$ cat src/rtl/image_pkg.sv
// Shared types and AXI encodings for the image burst sink.
package image_pkg;

    typedef enum logic [1:0] {
        IDLE  = 2'd0,
        DATA  = 2'd1,
        DRAIN = 2'd2,
        RESP  = 2'd3
    } burst_state_t;

    localparam logic [1:0] AXI_BURST_INCR  = 2'b01;
    localparam logic [2:0] AXI_SIZE_128    = 3'b100;
    localparam logic [1:0] AXI_RESP_OKAY   = 2'b00;
    localparam logic [1:0] AXI_RESP_SLVERR = 2'b10;

endpackage

$ cat src/rtl/image_stream_reg.sv
// Single-entry valid/ready output register feeding the image FIFO.
// Ports:
//   clk, rst_n            clock, async active-low reset
//   in_valid/data/last    beat offered by the write channel
//   in_ready_c            combinational accept (empty or draining this cycle)
//   out_valid/data/last   registered stream beat, held until out_ready
//   out_ready             downstream ready
module image_stream_reg #(
    parameter int unsigned DATA_WIDTH = 128
) (
    input  logic                  clk,
    input  logic                  rst_n,
    input  logic                  in_valid,
    input  logic [DATA_WIDTH-1:0] in_data,
    input  logic                  in_last,
    output logic                  in_ready_c,
    output logic                  out_valid,
    output logic [DATA_WIDTH-1:0] out_data,
    output logic                  out_last,
    input  logic                  out_ready
);

    // Accept when empty or when the held beat leaves on this edge.
    assign in_ready_c = ~out_valid | out_ready;

    // Load on accept; otherwise hold until the consumer takes the beat.
    always_ff @(posedge clk or negedge rst_n) begin
        if (!rst_n) begin
            out_valid <= 1'b0;
            out_data  <= '0;
            out_last  <= 1'b0;
        end else if (in_valid && in_ready_c) begin
            out_valid <= 1'b1;
            out_data  <= in_data;
            out_last  <= in_last;
        end else if (out_ready) begin
            out_valid <= 1'b0;
        end
    end

endmodule

$ cat src/rtl/image_burst_sink.sv
// AXI4 write-burst slave forwarding 128-bit pixel beats into the image FIFO
// and raising a level interrupt that requests the next burst.
// Ports:
//   s_axi_aclk, s_axi_aresetn   clock, async active-low reset
//   s_axi_aw*                   write address (address decoded upstream)
//   s_axi_w*                    write data (strobes ignored)
//   s_axi_b*                    write response
//   m_t*                        stream to the image FIFO
//   fifo_free                   free words reported by the FIFO
//   irq_ack                     pulse from the request-length register read
//   irq_signal, req_len         burst request and its length in beats
module image_burst_sink
    import image_pkg::*;
#(
    parameter int unsigned DATA_WIDTH = 128,
    parameter int unsigned ID_WIDTH   = 17,
    parameter int unsigned FREE_WIDTH = 13,
    parameter int unsigned MIN_REQ    = 16
) (
    input  logic                    s_axi_aclk,
    input  logic                    s_axi_aresetn,
    input  logic [ID_WIDTH-1:0]     s_axi_awid,
    input  logic [7:0]              s_axi_awlen,
    input  logic [2:0]              s_axi_awsize,
    input  logic [1:0]              s_axi_awburst,
    input  logic                    s_axi_awvalid,
    output logic                    s_axi_awready,
    input  logic [DATA_WIDTH-1:0]   s_axi_wdata,
    input  logic [DATA_WIDTH/8-1:0] s_axi_wstrb,
    input  logic                    s_axi_wlast,
    input  logic                    s_axi_wvalid,
    output logic                    s_axi_wready,
    output logic [ID_WIDTH-1:0]     s_axi_bid,
    output logic [1:0]              s_axi_bresp,
    output logic                    s_axi_bvalid,
    input  logic                    s_axi_bready,
    output logic [DATA_WIDTH-1:0]   m_tdata,
    output logic                    m_tvalid,
    output logic                    m_tlast,
    input  logic                    m_tready,
    input  logic [FREE_WIDTH-1:0]   fifo_free,
    input  logic                    irq_ack,
    output logic                    irq_signal,
    output logic [8:0]              req_len
);

    localparam int unsigned LEN_WIDTH = 9;
    localparam int unsigned MAX_REQ   = 256;

    burst_state_t         state_q, state_d;
    logic [7:0]           awlen_q, awlen_d;
    logic [7:0]           beat_q, beat_d;
    logic [ID_WIDTH-1:0]  bid_d;
    logic                 err_q, err_d;
    logic                 irq_d;
    logic [LEN_WIDTH-1:0] req_len_d;

    logic aw_hs_c;
    logic w_hs_c;
    logic last_beat_c;
    logic stream_valid_c;
    logic stream_ready_c;
    logic wready_c;
    logic req_set_c;
    logic unused_ok;

    // Byte strobes carry no meaning for the pixel stream.
    assign unused_ok = ^s_axi_wstrb;

    assign s_axi_wready = wready_c;

    image_stream_reg #(
        .DATA_WIDTH (DATA_WIDTH)
    ) u_stream_reg (
        .clk        (s_axi_aclk),
        .rst_n      (s_axi_aresetn),
        .in_valid   (stream_valid_c),
        .in_data    (s_axi_wdata),
        .in_last    (last_beat_c),
        .in_ready_c (stream_ready_c),
        .out_valid  (m_tvalid),
        .out_data   (m_tdata),
        .out_last   (m_tlast),
        .out_ready  (m_tready)
    );

    // Burst FSM next-state and request logic.
    always_comb begin
        state_d        = state_q;
        awlen_d        = awlen_q;
        beat_d         = beat_q;
        bid_d          = s_axi_bid;
        err_d          = err_q;
        irq_d          = irq_signal;
        req_len_d      = req_len;
        wready_c       = 1'b0;
        stream_valid_c = 1'b0;

        aw_hs_c     = s_axi_awready & s_axi_awvalid;
        last_beat_c = (beat_q == awlen_q);

        unique case (state_q)
            DATA: begin
                wready_c       = stream_ready_c;
                stream_valid_c = s_axi_wvalid;
            end
            DRAIN:   wready_c = 1'b1;
            default: wready_c = 1'b0;
        endcase

        w_hs_c = s_axi_wvalid & wready_c;

        unique case (state_q)
            IDLE: begin
                if (aw_hs_c) begin
                    awlen_d = s_axi_awlen;
                    bid_d   = s_axi_awid;
                    beat_d  = 8'd0;
                    if (s_axi_awburst == AXI_BURST_INCR && s_axi_awsize == AXI_SIZE_128) begin
                        state_d = DATA;
                    end else begin
                        state_d = DRAIN;
                        err_d   = 1'b1;
                    end
                end
            end
            DATA: begin
                if (w_hs_c) begin
                    if (!last_beat_c) begin
                        beat_d = beat_q + 8'd1;
                    end
                    // Host framing disagrees with awlen: flag it, keep going.
                    if (s_axi_wlast != last_beat_c) begin
                        err_d = 1'b1;
                    end
                    if (s_axi_wlast || last_beat_c) begin
                        state_d = RESP;
                    end
                end
            end
            DRAIN: begin
                if (w_hs_c && s_axi_wlast) begin
                    state_d = RESP;
                end
            end
            RESP: begin
                if (s_axi_bvalid && s_axi_bready) begin
                    err_d   = 1'b0;
                    state_d = IDLE;
                end
            end
            default: state_d = IDLE;
        endcase

        // Request only once the previous burst has fully left the stream register.
        req_set_c = (state_q == IDLE) && !m_tvalid && !irq_signal && !aw_hs_c &&
                    (fifo_free >= FREE_WIDTH'(MIN_REQ));

        if (irq_ack || aw_hs_c) begin
            irq_d = 1'b0;
        end else if (req_set_c) begin
            irq_d = 1'b1;
            if (fifo_free > FREE_WIDTH'(MAX_REQ)) begin
                req_len_d = LEN_WIDTH'(MAX_REQ);
            end else begin
                req_len_d = LEN_WIDTH'(fifo_free);
            end
        end
    end

    // State and registered outputs.
    always_ff @(posedge s_axi_aclk or negedge s_axi_aresetn) begin
        if (!s_axi_aresetn) begin
            state_q       <= IDLE;
            awlen_q       <= 8'd0;
            beat_q        <= 8'd0;
            err_q         <= 1'b0;
            s_axi_awready <= 1'b0;
            s_axi_bvalid  <= 1'b0;
            s_axi_bresp   <= AXI_RESP_OKAY;
            s_axi_bid     <= '0;
            irq_signal    <= 1'b0;
            req_len       <= '0;
        end else begin
            state_q       <= state_d;
            awlen_q       <= awlen_d;
            beat_q        <= beat_d;
            err_q         <= err_d;
            s_axi_awready <= (state_d == IDLE);
            s_axi_bvalid  <= (state_d == RESP);
            s_axi_bresp   <= (state_d == RESP && err_d) ? AXI_RESP_SLVERR : AXI_RESP_OKAY;
            s_axi_bid     <= bid_d;
            irq_signal    <= irq_d;
            req_len       <= req_len_d;
        end
    end

endmodule

$ cat config.mk
export PLATFORM = sky130hd
export DESIGN_NAME = image_burst_sink
export DESIGN_NICKNAME = d
export VERILOG_FILES = /design/src/rtl/image_pkg.sv /design/src/rtl/image_stream_reg.sv /design/src/rtl/image_burst_sink.sv
export SDC_FILE = /design/constraint.sdc
export NUM_CORES = 1
export LEC_CHECK = 0
export ABC_AREA = 1
export CORE_MARGIN = 2
export CORE_UTILIZATION = 37
export CTS_CLUSTER_DIAMETER = 50
export DETAILED_ROUTE_END_ITERATION = 8
export GPL_ROUTABILITY_DRIVEN = 0
export PLACE_DENSITY = 0.81
export SETUP_SLACK_MARGIN = 0.4
export SLEW_MARGIN = 10
export SYNTH_ARGS = -nofsm -noshare
export SYNTH_HDL_FRONTEND = slang
export SYNTH_SLANG_ARGS = --single-unit
$ cat constraint.sdc
create_clock -name s_axi_aclk -period 1.6 [get_ports s_axi_aclk]
set_input_delay 0.4 -clock s_axi_aclk [delete_from_list [all_inputs] [get_ports s_axi_aclk]]
set_output_delay 0.4 -clock s_axi_aclk [all_outputs]
set_load 0.05 [all_outputs]
==> impl_results.md <==
- Status: complete, but fails checks
- Violated checks: setup timing
- Dpl ws: -0.400 ns
- Critical Path Source: state_q[0]
- Count leader, synth: dfrtp_1
- Worst setup path end: s_axi_wready
- Crit path depth: 7
- Critical-path cell with the highest stage delay: dfrtp_2
- CTS tree: yes
- Mapped Cells: 608
- Crit-path max FO: 3
- Mapped Area: 7640 sq um
- FF+latch count, synth: 179
- Tot Pwr: 42.0 mW
- Post-Route Setup TNS: -26.74 ns
- Yosys warns: 0
- Vias per std cell: 5.02
- Vias: 7360
- Root buf cell: clkbuf_16
- Clock transition at path regs: 0.07 ns
- Max IR drop VDD: 1340 uV
- First-pass GRT wire length: 45400 um
- DRC errors left: 0
- R2r worst-path depth: 10
- I/O pin total: 357
- Yosys cell types: 29
- Dpl hpwl: 18700 um
- Biggest area consumer among synthesized cells: dfrtp_1
- Initial DRC Count: 409
- Post-synth EDFFs: 0
- Initial antenna violation count: 4
- Port buffer count: 339
- Mean Syn Cell Area: 12.6 sq um
- Hold WC Path Type: primary input to flop
- Share of cells above drive strength 1: 0.567
- CP max stage delay: 0.43 ns
- Slew headroom: 0.609
- Skew final: 0.0121 ns
- Slack of the critical path: -0.436 ns
- CP startpoint kind: flop
- Critical Path RT: 1.20 ns
- Die Wd: 148 um
- CP Buf/Inv Count: 4
- Final Hold Vio Count: 0
- CTS Buf Count: 17
- Seq/Total Area, Yosys: 0.586
- Post-DRT Antenna Nets: 0
- RSZ-0062 raised after global routing: true
- P&R area growth vs syn: 118%
- Cell Pwr Density: 2530 nW/um^2
- Final core utilization: 0.822
- Core Region: 20200 sq um
- Num rows: 52
- Period utilisation layout: 1.27
- Drt first pass iters: 5
- Period minus WS final: 2.04 ns
- Asr flop ratio synth: 1.00
- Fin Hold WS: 0.511 ns
- H-tree depth: 4
- List of most frequent post-synthesis cells: 179 x dfrtp_1, 155 x nand2_1, 87 x mux2_4, 41 x mux2_2, 36 x inv_1
- Clk sinks: 179
- Count of pins over their slew limit: 0
- Worst setup EP type: output port
- P_leak: 8.11 nW
- Die H: 148 um
- Synth area leaders: dfrtp_1 59%, mux2_4 17%, nand2_1 7.6%
- Initial cell density of the core: 0.378
- Top delay family on crit path: flip-flops
- Die ar.: 21800 sq um
- Arr. time, crit path: 1.64 ns
- CTS max path bufs: 2
- All-Layer GR Usage: 0.280
- Most frequent CP cell: inv_2
- Largest net degree at the start of global routing: 51
- Vias in the first global route: 7398
- Grt ovf: 0
- Worst path cell trace: inv_2 > ha_2 > inv_2 > nand2_2 > nand2_4 > clkinvlp_4 > buf_12
- Slew @ Worst Pin: 0.586 ns
- Syn nets: 809
- Final-stage net count: 1383
- Drt total wl: 36500 um
- F_max: 491 MHz
- Max Cap Viol: 0
- Kind of critical path: flop to output port
- Prevailing post-synth register cell: dfrtp_1
- Reg-to-Reg End: u_stream_reg.out_data[52]
- R2r setup slk: -0.29 ns
- RR Startpoint: state_q[1]
- Finish-stage setup viols: 173
- Yosys top cell area share: 0.586
- Avg WL per Cell: 24.9 um
- Worst-Skew Late Latency: 0.44 ns
==> routing by layer <==
layer	part of all wire	track usage
met1	0.36	0.308
met2	0.53	0.504
met3	0.071	0.0985
met4	0.037	0.0928
met5	0	0
==> per-stage QoR <==
stage | area (sq um) | std cells
2_1_floorplan | 7880 | 608
3_3_place_gp | 13500 | 1253
3_5_place_dp | 13500 | 1253
4_1_cts | 15700 | 1390
5_1_grt | 16600 | 1467
6_report | 16600 | 1467
==> cell type report <==
class / instances / area, sq um
timing repair buffer: 571 / 7470
sequential: 179 / 4490
fill: 943 / 3610
multi-input combinational: 373 / 3530
clock buffer: 18 / 439
tap: 270 / 338
inverter: 38 / 181
clock inverter: 12 / 146
timing repair inverter: 2 / 27.5
antenna: 4 / 10.0
==> power by group <==
group	total [mW]	leakage (nW)	internal, mW	switching (mW)
registers	9.27	2.16	6.67	2.60
clock network	4.44	0.284	2.37	2.07
logic	28.3	5.66	15.1	13.3
total	42.0	8.11	24.1	17.9
==> tightest hold or removal path, delay by kind of cell <==
family / cells / cell delay, ns
buffers and inverters: 1 / 0.41
and+or+nand+nor: 2 / 0.11
==> flip-flops by register name, indices dropped and copies added (netlist names) <==
signal	cells
req_len	9
u_stream_reg.out_valid	1
u_stream_reg.out_data	128
irq_signal	1
beat_q	8
err_q	1
state_q	2
s_axi_bresp	1
awlen_q	8
s_axi_bvalid	1
s_axi_awready	1
s_axi_bid	17
u_stream_reg.out_last	1
==> cell usage in the layout, fill, tap and decap left out, drive strengths merged, types with 5 or more instances in the layout <==
| cell type | count |
|---|---|
| buf | 392 |
| clkbuf | 19 |
| clkdlybuf4s50 | 176 |
| dfrtp | 179 |
| ha | 6 |
| inv | 43 |
| mux2 | 128 |
| nand2 | 162 |
| nand3 | 19 |
| nand4 | 5 |
| nor2 | 25 |
| o21ai | 6 |
==> repair_timing <==
item	CTS	global route
gates resized for setup	127	98
endpoints found under the setup margin	340	340
pin swaps	46	26
gates cloned	20	2
setup buffers	86	71
hold endpoints to repair	40	0
hold buffers	1	0
==> cell families (layout without fill, tap and decap cells) <==
family,count (synthesis),after routing,share of synthesized area
other,1,5,0.000491
xor gates and xnor gates,7,7,0.00803
DFF,179,179,0.586
buffers and inverters,60,641,0.0408
adders and majority gates,6,6,0.00983
muxes,128,128,0.231
AOI/OAI and AO/OA,15,15,0.0115
and+or+nand+nor,212,216,0.112
==> how the worst min path moves through the flow <==
stage | endpoint | start | depth (start not counted)
after detailed placement | u_stream_reg.out_data[94] | s_axi_aresetn | 1
after CTS | awlen_q[2] | s_axi_awlen[2] | 3
after global placement | u_stream_reg.out_data[127] | s_axi_aresetn | 1
after global routing | s_axi_bid[12] | s_axi_awid[12] | 3
final | s_axi_bid[12] | s_axi_awid[12] | 3
after floorplan | awlen_q[0] | s_axi_aresetn | 0
Power figures use the tool's default switching activity.
